--- config.mk ---
export PLATFORM = sky130hd
export DESIGN_NAME = phase_acc
export DESIGN_NICKNAME = d
export VERILOG_FILES = /design/src/rtl/phase_acc.sv
export SDC_FILE = /design/constraint.sdc
export NUM_CORES = 1
export LEC_CHECK = 0
export ABC_AREA = 1
export ABC_CLOCK_PERIOD_IN_PS = 3650
export CAP_MARGIN = 15
export CORE_MARGIN = 2
export CORE_UTILIZATION = 40
export CTS_CLUSTER_DIAMETER = 50
export DETAILED_ROUTE_END_ITERATION = 10
export PLACE_DENSITY = 0.71
export REMOVE_ABC_BUFFERS = 1
export SYNTH_ARGS = -nofsm -noshare
export SYNTH_HDL_FRONTEND = slang
export SYNTH_SLANG_ARGS = --single-unit
--- constraint.sdc ---
create_clock -name clk -period 3.65 [get_ports clk]
set_clock_uncertainty 0.05 [all_clocks]
set_input_delay 0.365 -clock clk [delete_from_list [all_inputs] [get_ports clk]]
set_output_delay 0.365 -clock clk [all_outputs]
set_load 0.03 [all_outputs]
--- src/rtl/phase_acc.sv ---
// Phase accumulator (NCO front end): FTW accumulation, static phase offset,
// glitch-free FTW updates (immediate or at wrap) and a saturating up-chirp sweep.
module phase_acc #(
   parameter int PHASE_W = 21,
   parameter int STEP_W  = 12
) (
   input  logic               clk,
   input  logic               rst_n,
   input  logic               en,
   input  logic [PHASE_W-1:0] ftw_in,
   input  logic               ftw_wr,
   input  logic               ftw_sync,
   output logic               ftw_busy,
   input  logic [PHASE_W-1:0] phase_ofs,
   input  logic               sweep_start,
   input  logic [STEP_W-1:0]  sweep_step,
   input  logic [PHASE_W-1:0] sweep_stop,
   input  logic               sweep_abort,
   output logic               sweep_done,
   output logic [PHASE_W-1:0] phase_out,
   output logic               phase_valid,
   output logic               wrap
);

   typedef enum logic [1:0] {IDLE, SWEEP, HOLD} state_t;

   state_t             state;
   logic [PHASE_W-1:0] acc;
   logic [PHASE_W-1:0] ftw_act;
   logic [PHASE_W-1:0] ftw_pend;
   logic               carry_q;

   logic [PHASE_W:0]   sum;
   logic [PHASE_W:0]   sw_sum;
   logic [PHASE_W-1:0] sw_sat;
   logic               start_ok;

   assign sum      = {1'b0, acc} + {1'b0, ftw_act};
   assign sw_sum   = {1'b0, ftw_act} + {{(PHASE_W+1-STEP_W){1'b0}}, sweep_step};
   assign sw_sat   = (sw_sum >= {1'b0, sweep_stop}) ? sweep_stop : sw_sum[PHASE_W-1:0];
   assign start_ok = sweep_start && !sweep_abort && (state != SWEEP);

   always_ff @(posedge clk or negedge rst_n) begin
      if (!rst_n) begin
         state       <= IDLE;
         acc         <= '0;
         ftw_act     <= '0;
         ftw_pend    <= '0;
         carry_q     <= 1'b0;
         ftw_busy    <= 1'b0;
         sweep_done  <= 1'b0;
         phase_out   <= '0;
         phase_valid <= 1'b0;
         wrap        <= 1'b0;
      end else begin
         sweep_done  <= 1'b0;
         phase_valid <= en;
         wrap        <= en & carry_q;
         // carry is held with acc so wrap lines up with the wrapped value on phase_out
         if (en) begin
            acc       <= sum[PHASE_W-1:0];
            carry_q   <= sum[PHASE_W];
            phase_out <= acc + phase_ofs;
         end

         if (sweep_abort)
            state <= IDLE;

         if (start_ok) begin
            ftw_busy <= 1'b0;
            if (ftw_act >= sweep_stop) begin
               state      <= HOLD;
               sweep_done <= 1'b1;
            end else begin
               state <= SWEEP;
            end
         end else if (state == SWEEP) begin
            if (en && !sweep_abort) begin
               ftw_act <= sw_sat;
               if (sw_sat == sweep_stop) begin
                  state      <= HOLD;
                  sweep_done <= 1'b1;
               end
            end
         end else begin
            // a fresh write overrides a pending one; otherwise pending lands on carry
            if (ftw_wr && !ftw_sync) begin
               ftw_act  <= ftw_in;
               ftw_busy <= 1'b0;
            end else if (ftw_wr) begin
               ftw_pend <= ftw_in;
               ftw_busy <= 1'b1;
            end else if (ftw_busy && en && sum[PHASE_W]) begin
               ftw_act  <= ftw_pend;
               ftw_busy <= 1'b0;
            end
         end
      end
   end

endmodule
Yosys cells after proc, flatten, opt, wreduce, memory -nomap -nowiden
Cells that the tools add are included.
{"block": "op_classes", "n_addsub": 3, "n_mul": 0, "div": 0, "n_lt_le_gt_ge": 2, "n_eq_ne": 6, "shifts": 0, "n_mux": 22, "bitwise": 4, "n_reduce_logical": 13}
{"cell": "$mux W21", "n": 6}
{"cell": "$add A21 B12 Y22", "n": 1}
{"cell": "$add A21 B21 Y22", "n": 1}
{"cell": "$ge A22 B21 Y1", "n": 1}
{"cell": "$add A21 B21 Y21", "n": 1}
{"cell": "$eq A21 B21 Y1", "n": 1}
{"cell": "$ge A21 B21 Y1", "n": 1}
{"cell": "$mux W2", "n": 6}
{"cell": "$mux W1", "n": 10}
{"cell": "$reduce_and A4 Y1", "n": 2}
{"cell": "$logic_and A1 B1 Y1", "n": 6}
{"cell": "$ne A2 B1 Y1 const B", "n": 2}
{"cell": "$reduce_bool A4 Y1", "n": 1}
{"cell": "$ne A3 B1 Y1 const B", "n": 1}
{"cell": "$not A1 Y1", "n": 3}
{"cell": "$reduce_bool A3 Y1", "n": 1}
{"cell": "$eq A2 B1 Y1 const B", "n": 1}
{"cell": "$logic_not A1 Y1", "n": 2}
{"cell": "$ne A2 B2 Y1 const B", "n": 1}
{"cell": "$reduce_and A2 Y1", "n": 1}
{"cell": "$and A1 B1 Y1", "n": 1}
{"block": "totals", "ff_bits": 91, "latch_bits": 0, "mem_bits_rw": 0, "romBits": 0, "input_bits": 82, "wordCells": 60, "memories": 0}

Longest topological paths before layout
Gate-level depths: netlist (run 1).
{"block": "logic_depth", "word_depth": 8, "mapped_depth": 30}

Least setup slack after synthesis (run 1)
Ideal clock, no wire load.
{"block": "synth_path", "path_type": "reg2reg", "startpoint": "reg ftw_act[0]", "endpoint": "reg state[0]", "setup_ns": 0.122, "arrival_ns": 3.375, "slack_ns": 0.103, "path_stages_with_launch": 28, "path_buffers": 1, "period_less_slack_ns": 3.547, "cell_sequence": "dfrtp_1 -> ha_1 -> fa_1 -> nand2_1 -> inv_1 -> nand2_1 -> nand3_1 -> nand2_1 -> nand2_1 -> nand3_1 -> nand2_1 -> nand2_1 -> nand2_1 -> ha_1 -> nand2_1 -> o21a_1 -> o21a_1 -> nand2_1 -> nand2_1 -> buf_2 -> nand4_1 -> nand2_1 -> nor2_1 -> nand2_1 -> nor2_1 -> nand4_1 -> nand2_2 -> nor2_2"}
{"block": "synth_via", "elab_chain_cells": 8}
{"item": "from (decl)", "line": "29", "source": "logic [PHASE_W-1:0] ftw_act;"}
{"item": "from (signal assigned)", "line": "79", "source": "ftw_act <= sw_sat;"}
{"item": "from (signal assigned)", "line": "88", "source": "ftw_act <= ftw_in;"}
{"item": "from (signal assigned)", "line": "94", "source": "ftw_act <= ftw_pend;"}
{"item": "$add A21 B12 Y22", "line": "39", "source": "assign sw_sum = {1'b0, ftw_act} + {{(PHASE_W+1-STEP_W){1'b0}}, sweep_step};"}
{"item": "$ge A22 B21 Y1", "line": "40", "source": "assign sw_sat = (sw_sum >= {1'b0, sweep_stop}) ? sweep_stop : sw_sum[PHASE_W-1:0];"}
{"item": "$mux W21", "line": "40"}
{"item": "$eq A21 B21 Y1", "line": "80", "source": "if (sw_sat == sweep_stop) begin"}
{"item": "$mux W2", "line": "80"}
{"item": "$mux W2", "line": "78", "source": "if (en && !sweep_abort) begin"}
{"item": "$mux W2", "line": "77", "source": "end else if (state == SWEEP) begin"}
{"item": "$mux W2 *", "line": "69", "source": "if (start_ok) begin"}
{"item": "to (signal assigned)", "line": "67", "source": "state <= IDLE;"}
{"item": "to (signal assigned)", "line": "72", "source": "state <= HOLD;"}
{"item": "to (signal assigned)", "line": "81", "source": "state <= HOLD;"}
{"item": "to (decl)", "line": "27", "source": "state_t state;"}
Mark *: on every way between the ends. The rest lies on a longest branch, timed or not.
A chain may end at the register's enable or synchronous reset.

Worst setup path after layout (run 1)
{"block": "layout_path", "startpoint": "reg ftw_act[6]", "endpoint": "reg state[0]"}
The elaborated chain is that of the path after synthesis.

==> flow_summary_export.csv, run 1 <==
group,metric,value,unit
run_status,status,"finished, violations left",
run_status,failed_checks,"negative setup slack",
routing,firstDrtPassIters,5,
place,io_buffers,106,
clocking,clk_pin_slew,0.07,ns
synthesis,synth_fa_ha_area_frac,0.150,
die,rows,52,
synthesis,synthDistinctLibCells,48,
synthesis,ys_seq_elements,91,
clocking,tritoncts,"built",
final_layout,drive_gt1_frac,0.154,
final_layout,area_growth,34.2,%
final_layout,fin_util,0.549,
final_layout,finalNetCount,1542,
place,place_hpwl,19600,um
global_routing,grt_pass1_vias,7794,
clocking,cts_buffers,9,
synthesis,synth_top_family_by_area,"simple AND/OR/NAND/NOR gates",
routing,dr_total_vias,8597,
routing,wl_per_cell,15.5,um
worst_setup_path,crit_type,"flop to flop",
clocking,clockRootBuffer,"clkbuf_16",
final_layout,fill_cells,1880,
place,globalplace.congestion,0.963,
sta,max_freq,0.263,GHz
sta,hold_viol_final,0,
worst_setup_path,cp-end-kind,"flop",
place,dp_slack,-0.721,ns
synthesis,synth_compound_area_frac,0.183,
sta,tightest_slew,0.966,ns
sta,maxSlewViolCount,0,
die,ios,107,
sta,fin_crit_sh,1.04,
worst_setup_path,required,3.85,ns
sta,rsz0062_at_grt,"yes",
job,drv_cap,0,
routing,wl,25400,um
sta,final.setup.tns,-0.472,ns
routing,drtAntennaViolNets,0,
synthesis,postSynthAreaPerCell,7.05,um^2
global_routing,antenna_found_initial,0,
die,die_h,148,um
die,die_w,148,um
die,core,0.0203,mm^2
power_and_ir_drop,p_per_area,922,mW/mm^2
routing,drt_iter0_drc,623,
routing,drcViolationCount,0,
synthesis,yosys_warnings,0,
global_routing,grt_overflow_total,0,
worst_setup_path,arrival,3.99,ns
sta,timing.final.ws_setup,-0.145,ns
worst_setup_path,path_max_fanout,6,
worst_setup_path,startpoint_type,"flop",
synthesis,synth_xor_area_frac,0.0452,
global_routing,grt_first_pass_wirelength,39500,um
clocking,postCtsHoldBufs,0,
synthesis,synth_ff_type,"dfrtp_1",
power_and_ir_drop,leakagePower,5.40,nW
power_and_ir_drop,p_total,10.3,mW
clocking,clock_latency,0.36,ns
global_routing,grt_max_degree,77,
clocking,cts.sinks,91,
power_and_ir_drop,ir_drop,0.370,mV
synthesis,ys_seq_area_frac,0.274,
synthesis,synth.cell_area,0.00830,mm^2
synthesis,synth-async-reset-ratio,1.00,
global_routing,grtUsageTotal,0.229,
synthesis,netlist_instances,1177,
die,die_area,0.0219,mm^2
sta,layout_min_cycle_time,3.80,ns
worst_hold_path,min-delay-path-class,"input port to async pin",
synthesis,muxShareOfSynthArea,0,
sta,finalSetupViolCount,8,
die,start_util,0.409,
routing,vias_per_cell,5.25,
final_layout,n_antenna_cell,0,
sta,relSlewSlack,0.356,
synthesis,synth_edf_count,0,
clocking,h-tree-depth,3,
synthesis,synth_simple_gate_area_share,0.265,
clocking,clock_path_buffers,2,
-- cell usage in the layout, fill, tap and decap left out, types with 7 or more instances in the layout --
cell             instances
xor2_1                  24
o211ai_1                23
nor2_2                  11
nor2_1                  60
nand2_1                282
nand2_2                 22
dlymetal6s2s_1           8
nand4_1                 46
o21ai_0                116
nand3_1                 37
o21ai_1                 10
dfrtp_1                 90
xnor2_1                 13
a21oi_1                 66
ha_4                    12
a31oi_1                 19
ha_1                    82
or2_0                    8
buf_4                   97
a21oi_2                  7
clkdlybuf4s50_1         96
a21o_1                   8
clkbuf_16               12
inv_1                  131
-- power breakdown --
group	switching [mW]	internal (mW)	total, mW
Combinational	4.16	3.26	7.43
Clock	0.467	0.550	1.02
Sequential	0.385	1.44	1.83
-- flip-flops by register name, indices dropped and copies added, names as in the netlist --
register	flops
acc	21
ftw_act	21
ftw_pend	21
phase_out	21
state	2
carry_q	1
ftw_busy	1
phase_valid	1
sweep_done	1
wrap	1
-- critical path, cell delays in order, from the launching register on --
cell and delay [ns]:
dfrtp_1 0.45, ha_4 0.30, buf_4 0.12, nand2_2 0.09
nor2_2 0.17, nand2_2 0.09, nand2_4 0.09, nand3_4 0.08
buf_4 0.15, nand3_1 0.07, nand2_2 0.08, ha_1 0.28
nand2_1 0.08, o21a_1 0.19, o21a_1 0.18, nand2_2 0.12
nand2_8 0.10, buf_12 0.15, nand4_1 0.12, nand2_1 0.06
nor2_1 0.13, nand2_1 0.08, nor2_1 0.09, nand4_1 0.19
nand2_2 0.13, nor2_2 0.03
-- per-layer routing --
metal  track usage  vias up  wire length (um)  part of all wire
li1              -     4371                 -                 -
met1         0.306     3907             11500              0.45
met2         0.393      277             12000              0.47
met3        0.0281       42              1400             0.055
met4        0.0586        0               529             0.021
met5             0        -                 0                 0
-- what timing repair did --
item / CTS / global route
gates cloned: 0 / 3
setup endpoints to repair: 20 / 24
gates resized for setup: 31 / 70
pin swaps: 14 / 24
setup buffers: 6 / 2
-- cells in the mapped netlist, types with 14 or more instances --
cell type,instances,area share
a21oi_1,72,0.043
a31oi_1,19,0.014
clkbuf_1,21,0.0095
dfrtp_1,91,0.27
ha_1,95,0.14
inv_1,133,0.060
nand2_1,303,0.14
nand3_1,44,0.027
nand4_1,46,0.035
nor2_1,71,0.032
o211ai_1,23,0.021
o21ai_0,121,0.073
xnor2_1,14,0.015
xor2_1,27,0.028
-- cell type report --
type | count | area [um^2] | share of cell area
Clock buffer | 9 | 225 | 0.0202
Sequential cell | 91 | 2280 | 0.205
Clock inverter | 7 | 92.6 | 0.00831
Timing Repair Buffer | 209 | 1950 | 0.175
Multi-Input combinational cell | 915 | 5740 | 0.515
Inverter | 136 | 515 | 0.0463
Tap cell | 270 | 338 | 0.0303
-- path summary, 6_finish.rpt --
kind | cells past startpoint | end | startpoint | slack, ns
hold / removal | 1 | phase_out[1] | rst_n | 0.11
hold reg to reg | 2 | phase_out[0] | phase_out[0] | 0.42
min in group clk | 2 | phase_out[0] | phase_out[0] | 0.42
setup / recovery | 25 | state[0] | ftw_act[6] | -0.15
max in group asynchronous | 2 | ftw_act[16] | rst_n | 2.62
setup reg to reg | 25 | state[0] | ftw_act[6] | -0.15
-- per-stage QoR --
stage          hold slack [ns]  cell area [um^2]  std cells
2_1_floorplan           0.0194              8120       1142
3_3_place_gp             0.405             10200       1611
3_5_place_dp             0.412             10200       1611
4_1_cts                  0.160             10700       1632
5_1_grt                  0.195             11100       1637
6_report                 0.107             11100       1637
-- cells by family after synthesis --
group,Yosys count
AOI/OAI and AO/OA,270
buffers and inverters,171
xor gates and xnor gates,42
and+or+nand+nor,505
DFF,91
adders and majority gates,98
(Power assumes the default switching activity.)
==> inputs of run 2 (changes only) <==
- HOLD_SLACK_MARGIN: default -> 0.12
==> results of run 2 <==
Final layout, timing and power as in run 1 (identical DEF).
